### src/rtl/seq_alu.sv
// Multi-cycle PASS_B/ADD/SUB/MUL ALU feeding the accumulator; 1-cycle ops finish 1 cycle after accept, MUL after data_width+1.
// No backpressure: start is only accepted in IDLE and dropped otherwise. SEQ_ALU_MUL_SAT_EN saturates an overflowing MUL.
module seq_alu #(
    parameter int data_width = 16
) (
    input  logic                  clk,
    input  logic                  rst_n,
    input  logic                  start,
    input  logic [1:0]            op,
    input  logic [data_width-1:0] a,
    input  logic [data_width-1:0] b,
    output logic [data_width-1:0] result,
    output logic                  acc_we,
    output logic                  done,
    output logic                  busy,
    output logic                  carry,
    output logic                  ovf
);
    localparam int CW = $clog2(data_width + 1);
    localparam int PW = 2 * data_width;

    typedef enum logic [1:0] {S_IDLE, S_MUL_RUN, S_DONE} state_t;

    state_t                r_state;
    state_t                w_state_nxt;
    logic [PW-1:0]         r_mcand;
    logic [PW-1:0]         r_prod;
    logic [data_width-1:0] r_mplier;
    logic [CW-1:0]         r_cnt;
    logic [data_width-1:0] r_result;
    logic                  r_carry;
    logic                  r_ovf;

    logic [data_width:0]   w_sum;
    logic [data_width-1:0] w_diff;
    logic [PW-1:0]         w_prod_nxt;
    logic                  w_prod_hi;
    logic [data_width-1:0] w_mul_res;
    logic                  w_mul_last;

    always_ff @(posedge clk or negedge rst_n) begin
        if (!rst_n) begin
            r_state <= S_IDLE;
        end else begin
            r_state <= w_state_nxt;
        end
    end

    always_comb begin
        w_state_nxt = r_state;
        case (r_state)
            S_IDLE: begin
                if (start) begin
                    w_state_nxt = (op == 2'b11) ? S_MUL_RUN : S_DONE;
                end
            end
            S_MUL_RUN: begin
                if (w_mul_last) begin
                    w_state_nxt = S_DONE;
                end
            end
            S_DONE:  w_state_nxt = S_IDLE;
            default: w_state_nxt = S_IDLE;
        endcase
    end

    // The last multiply step is folded into the finishing edge so MUL_RUN lasts exactly data_width cycles.
    always_comb begin
        w_sum      = {1'b0, a} + {1'b0, b};
        w_diff     = a - b;
        w_prod_nxt = r_prod + (r_mplier[0] ? r_mcand : '0);
        w_prod_hi  = |w_prod_nxt[PW-1:data_width];
        w_mul_last = (r_cnt == CW'(1));
`ifdef SEQ_ALU_MUL_SAT_EN
        w_mul_res  = w_prod_hi ? '1 : w_prod_nxt[data_width-1:0];
`else
        w_mul_res  = w_prod_nxt[data_width-1:0];
`endif
    end

    always_ff @(posedge clk or negedge rst_n) begin
        if (!rst_n) begin
            r_mcand  <= '0;
            r_prod   <= '0;
            r_mplier <= '0;
            r_cnt    <= '0;
            r_result <= '0;
            r_carry  <= 1'b0;
            r_ovf    <= 1'b0;
        end else begin
            case (r_state)
                S_IDLE: begin
                    if (start) begin
                        case (op)
                            2'b00: begin
                                r_result <= b;
                                r_carry  <= 1'b0;
                                r_ovf    <= 1'b0;
                            end
                            2'b01: begin
                                r_result <= w_sum[data_width-1:0];
                                r_carry  <= w_sum[data_width];
                                r_ovf    <= 1'b0;
                            end
                            2'b10: begin
                                r_result <= w_diff;
                                r_carry  <= (a < b);
                                r_ovf    <= 1'b0;
                            end
                            default: begin
                                r_mcand  <= {{data_width{1'b0}}, a};
                                r_mplier <= b;
                                r_prod   <= '0;
                                r_cnt    <= CW'(data_width);
                            end
                        endcase
                    end
                end
                S_MUL_RUN: begin
                    r_prod   <= w_prod_nxt;
                    r_mcand  <= r_mcand << 1;
                    r_mplier <= r_mplier >> 1;
                    r_cnt    <= r_cnt - CW'(1);
                    if (w_mul_last) begin
                        r_result <= w_mul_res;
                        r_carry  <= 1'b0;
                        r_ovf    <= w_prod_hi;
                    end
                end
                default: ;
            endcase
        end
    end

    assign result = r_result;
    assign carry  = r_carry;
    assign ovf    = r_ovf;
    assign done   = (r_state == S_DONE);
    assign acc_we = (r_state == S_DONE);
    assign busy   = (r_state != S_IDLE);
endmodule

### config.mk
export PLATFORM = sky130hd
export DESIGN_NAME = seq_alu
export DESIGN_NICKNAME = d
export VERILOG_FILES = /design/src/rtl/seq_alu.sv
export SDC_FILE = /design/constraint.sdc
export NUM_CORES = 1
export LEC_CHECK = 0
export ABC_AREA = 1
export CELL_PAD_IN_SITES_DETAIL_PLACEMENT = 1
export CELL_PAD_IN_SITES_GLOBAL_PLACEMENT = 1
export CORE_UTILIZATION = 46
export CTS_CLUSTER_SIZE = 20
export DETAILED_ROUTE_END_ITERATION = 10
export DONT_BUFFER_PORTS = 1
export PLACE_DENSITY = 0.87
export RECOVER_POWER = 25
export SYNTH_ARGS = -nofsm -noshare
export SYNTH_HDL_FRONTEND = slang
export SYNTH_SLANG_ARGS = --single-unit
### constraint.sdc
create_clock -name clk -period 3.1 [get_ports clk]
set_input_delay 0.31 -clock clk [delete_from_list [all_inputs] [get_ports clk]]
set_output_delay 0.31 -clock clk [all_outputs]
set_load 0.02 [all_outputs]
* Yosys cells after proc, flatten, opt, wreduce, memory -nomap -nowiden
Cells that the tools add are included. Widths: inputs -> output; s select.
Storage, ports and cells: flip-flop bits (word level) 105, input port bits 37, output and inout port bits 21, logic and storage cells 63
Operators by class: add/sub/neg operators 4, magnitude comparators 1, equality and inequality tests 11, mux-type cells 29, reduce and logical (&&, ||, !) cells 10
Operators with widths (number):
- $mux 32 | 5
- $pmux 32 s2 | 2
- $mux 16 | 4
- $pmux 16 s2 | 2
- $pmux 16 s3 | 1
- $add 32x32->32 | 1
- $add 16x16->17 | 1
- $lt 16x16->1 | 1
- $reduce_or 16->1 | 1
- $sub 16x16->16 | 1
- $mux 5 | 2
- $pmux 5 s2 | 1
- $ne 2x2->1 const B | 4
- $reduce_and 4->1 | 2
- $eq 2x2->1 const B | 3
- $mux 2 | 3
- $eq 5x1->1 const B | 1
- $mux 1 | 5
- $sub 5x1->5 const B | 1
- $eq 2x1->1 const B | 2
- $logic_not 2->1 | 2
- $ne 4x1->1 const B | 1
- $pmux 1 s2 | 2
- $pmux 2 s2 | 1
- other kinds (5) | 6

* Depth between registers and ports, before layout
depth in word-level cells 5, gate-level depth with buffers 23, depth with buffers taken out 21

* Least setup slack after synthesis
OpenSTA, ideal clock, no wires.
path type flip-flop to flip-flop, from register r_mplier[0], to register r_ovf, in the netlist ovf, library setup time 0.117 ns, arrival time 2.389 ns, data required time 2.983 ns, setup slack 0.595 ns, cell stages (with the launch flop) 23, buffers on the path 2, clock period less this slack 2.505 ns, path through dfrtp_1 -> clkbuf_1 -> clkbuf_1 -> nand2_1 -> inv_1 -> ha_1 -> fa_1 -> nand3_1 -> nand3_2 -> nand2_1 -> nand2_2 -> nand2_1 -> nand2_2 -> nand2_1 -> nand2_1 -> nand2_1 -> nand2_1 -> nor2_1 -> nand2_1 -> nor2_1 -> nand2_1 -> nand2_1 -> nand2_1
On the way: word-level cells in the longest chain between the ends 5
RTL lines:
- from (decl) | RTL line 28 | logic [data_width-1:0] r_mplier;
- from (signal assigned) | RTL line 122 | r_mplier <= r_mplier >> 1;
- $mux 32 | RTL line 71 | w_prod_nxt = r_prod + (r_mplier[0] ? r_mcand : '0);
- $add 32x32->32 | RTL line 71
- $reduce_or 16->1 | RTL line 72 | w_prod_hi = |w_prod_nxt[PW-1:data_width];
- $mux 1 | RTL line 124 | if (w_mul_last) begin
- $pmux 1 s2 | RTL line 91 | case (r_state)
- to (signal assigned) | RTL line 127 | r_ovf <= w_prod_hi;
- to (decl) | RTL line 32 | logic r_ovf;
Every way passes these cells. The select of a mux whose other input is x is not followed. A chain may end at the register's enable or synchronous reset.

* Final worst setup path
Ends and elaborated chain as after synthesis.

==> metrics.sh <==
OUTCOME='complete, no violations'
SYNTH_SEQ_AREA_SHARE_PCT=28.5
HOLD_CLASS='input pin to flop'
P_CLK_SHARE_PCT=14.3
FINAL.PERIOD_UTILIZATION_PCT=92.8
CLOCK-SKEW-FINAL_NS=0.0137
TIMING.CRITICAL_PATH.TO_TYPE='flop'
POWER_DENSITY_nW_PER_UM2=813
DPL.HPWL_MM=24.3
CTS-ROOT-TO-SINK-BUFFERS=2
AREA.GROWTH.SYNTH_TO_FINAL_PCT=5.99
STATIC-LEAKAGE-POWER_nW=5.63
CTS_REPAIR_RESIZE_COUNT=0
WORST_IR_DROP_VDD_mV=0.355
NUM_IO_PINS=58
VIAS_PER_CELL=5.46
P_SEQ_SHARE_PCT=31.3
TIMING.SETUP.CRITICAL_PATH_CLASS='flop to flop'
FMAX_MHz=348
ROOT_BUFFER='clkbuf_16'
CHIPWIDTH_UM=144
SYN_AREA_UM2=9220
YS.FLOP_TYPE='dfrtp_1'
REPORT.FINAL.SETUP_VIOL=0
RSZ0062_AT_GRT='no'
WORSTMARGINPINSLEW_NS=1.50
AREA_OF_ALL_SEQUENTIAL_STANDARD_CELLS_UM2=2630
GLOBAL_ROUTE_USAGE_SUM_PCT=31.7
SYNTH-SEQ-CELLS=105
CAP_VIOL_MAX_COUNT=0
HOLD_PATH_STARTPOINT='a[7]'
GRT_PASS1_VIAS=9750
POSTSYNTHAREAPERCELL_UM2=6.34
FP.DIEAREA_UM2=20600
SYN_NETS=1563
DRC=0
CRIT-REG2REG-LAUNCH='r_mplier[0]$_DFFE_PN0P_'
FIRST_ITER_VIOLATIONS=449
CTS_HOLD_REPAIR.BUFFERS=2
YS_WARN_COUNT=0
EDFF_COUNT_SYNTH=0
YS_ASYNC_SR_FRACTION_PCT=100
NETLIST_INSTANCES=1454
GRT_MAX_DEGREE=106
TIMING.CRITICAL_PATH.REQUIRED_NS=3.36
GRT_REMAINING_OVERFLOW=0
TIMING.MAX_SLEW.REL_SLACK_PCT=0.199
FIN_CRIT_NS=2.88
ANTENNA_CELLS_INSERTED=0
PATH_MAX_FANOUT=17
SHARE_OF_CELLS_ABOVE_DRIVE_STRENGTH_1_PCT=6.65
CP.ARRIVAL_NS=3.14
P_SWITCHING_W=0.00410
HOLD_VIOLATIONS=0
FP.DIEH_UM=144
ROWS=51
ANTENNA_FOUND_INITIAL=0
TRITONCTS.NUM_BUFFERS=9
DR_TOTAL_VIAS=9333
PLACEMENT.IO_BUFFERS=0
GP_CONGESTION=0.959
P_COMB_SHARE_PCT=54.3
NETSWITCHINGFRACTION_PCT=51.6
POST-CTS-SETUP-BUFFERS=0
CORE_AREA_UM2=19500
WIRE_PER_INST_UM=18.0
CLKLATENCYLATEPIN_NS=0.37
ROUTED_WL_MM=30.7
NETLIST-CELL-TYPE-COUNT=42
TRITONCTS_CLOCK_TREE='built'
ANT_NETS=0
CRIT_PATH_START_KIND='flop'
FINAL_NETS=1549
INTERNAL_POWER_W=0.00384
REPORT.FINAL.SLEW_VIOL_COUNT=0
FILLCELLCOUNT=2736
CLOCK_TREE.HTREE_LEVEL_COUNT=3
FIN_SETUP_TNS_NS=0
CLK_TRANSITION_REPORTED_PATHS_NS=0.08
MULTI_INPUT_COMB_AREA_UM2=5350
GRT_PASS1_WL_MM=50.1
START_UTIL_PCT=47.2
REPORT.POWER.TOTAL_W=0.00794
CRITPATHLAUNCH='r_mplier[0]$_DFFE_PN0P_'
DETAIL_ROUTE.FIRST_PASS.ITERATIONS=5
CLOCK_SINKS=105
## critical path: stages (launching register included)
cell	delay, ns
dfrtp_1	0.51
buf_12	0.22
nand2_1	0.07
inv_1	0.08
ha_1	0.40
nand2_1	0.15
nor2_1	0.24
nand2_1	0.11
inv_1	0.10
nand3_1	0.11
nand4_1	0.10
nand2_1	0.09
nor2_1	0.16
nand2_1	0.07
nor2_1	0.18
nand2_1	0.08
nand2_1	0.06
nand2_1	0.06
## state kept, by name (all words and copies together) (netlist names)
register and cells:
carry 1, ovf 1, r_mcand 32, r_state 2
r_prod 32, result 16, r_mplier 16, r_cnt 5
## stage by stage
step	instances	utilization (%)	area, um^2	hold slack (ns)	setup slack [ns]
finish	1709	50.0	9770	0.0780	0.223
global route	1709	50.0	9770	0.0760	0.00309
CTS	1709	50.1	9790	0.0696	0.249
detailed placement	1692	48.5	9480	0.0179	0.260
global placement	1692	48.5	9480	0.0172	0.328
floorplan	1454	-	9220	0.0144	0.595
## layout by cell type, fill, tap and decap left out, types with 10 or more instances in the layout
cell type	instances
o22ai_1	20
dfrtp_1	105
inv_1	269
a31oi_1	11
nand3_1	82
nand4_1	10
buf_4	11
a22oi_1	15
a22o_1	15
o21ai_0	81
nor3_1	10
ha_1	69
inv_2	12
a21oi_1	64
nor2_1	105
nand2_1	461
nand2_2	30
## Yosys cell counts (15+ instances only)
master / number / area share (%)
o22ai_1: 20 / 1.4
buf_2: 17 / 0.92
ha_1: 69 / 9.4
clkbuf_1: 18 / 0.73
inv_1: 269 / 11
a21oi_1: 64 / 3.5
dfrtp_1: 105 / 29
nand2_2: 28 / 1.9
a22o_1: 15 / 1.4
a22oi_1: 15 / 1.2
nand2_1: 463 / 19
nand3_1: 82 / 4.5
nor2_1: 105 / 4.3
o21ai_0: 81 / 4.4
## power by group through the flow
stage / combinational [W] / clock, W / sequential [W]
after floorplan: 0.00312 / 0 / 0.00233
after global placement: 0.00400 / 0 / 0.00248
after detailed placement: 0.00419 / 0 / 0.00250
after CTS: 0.00429 / 0.00116 / 0.00248
after global routing: 0.00483 / 0.00119 / 0.00255
final: 0.00431 / 0.00114 / 0.00249
## logic make-up after synthesis
logic type | share of synthesized area (%)
flops | 28.5
simple gates | 33.3
fa+ha+maj | 10.0
buf+inv | 13.5
compound gates | 14.3
xor+xnor | 0.380
## area by class of cell
type	count	area share, %
clock buffer	9	2.31
clock inverter	6	0.512
inverter	283	10.9
multi-input combinational	1027	54.8
sequential	105	26.9
tap	265	3.39
timing repair buffer	14	1.23
## worst paths after layout
path	to	slack, ns	cells after the start
setup / recovery	ovf$_DFFE_PN0P_	0.22	17
hold / removal	r_mcand[7]$_DFFE_PN0P_	0.08	2
setup reg to reg	ovf$_DFFE_PN0P_	0.22	17
hold reg to reg	r_prod[9]$_DFFE_PN0P_	0.49	2
max in group asynchronous	r_mplier[2]$_DFFE_PN0P_	1.28	2
min in group asynchronous	r_prod[24]$_DFFE_PN0P_	0.83	2
## layer usage
| layer | track usage [%] | vias up | wire, um |
|---|---|---|---|
| met3 | 4.43 | 66 | 1360 |
| met5 | 0 | - | 0 |
| met4 | 12.2 | 0 | 957 |
| li1 | - | 4535 | - |
| met2 | 53.3 | 208 | 14600 |
| met1 | 41.0 | 4524 | 13800 |
Power figures use the tool's default switching activity.
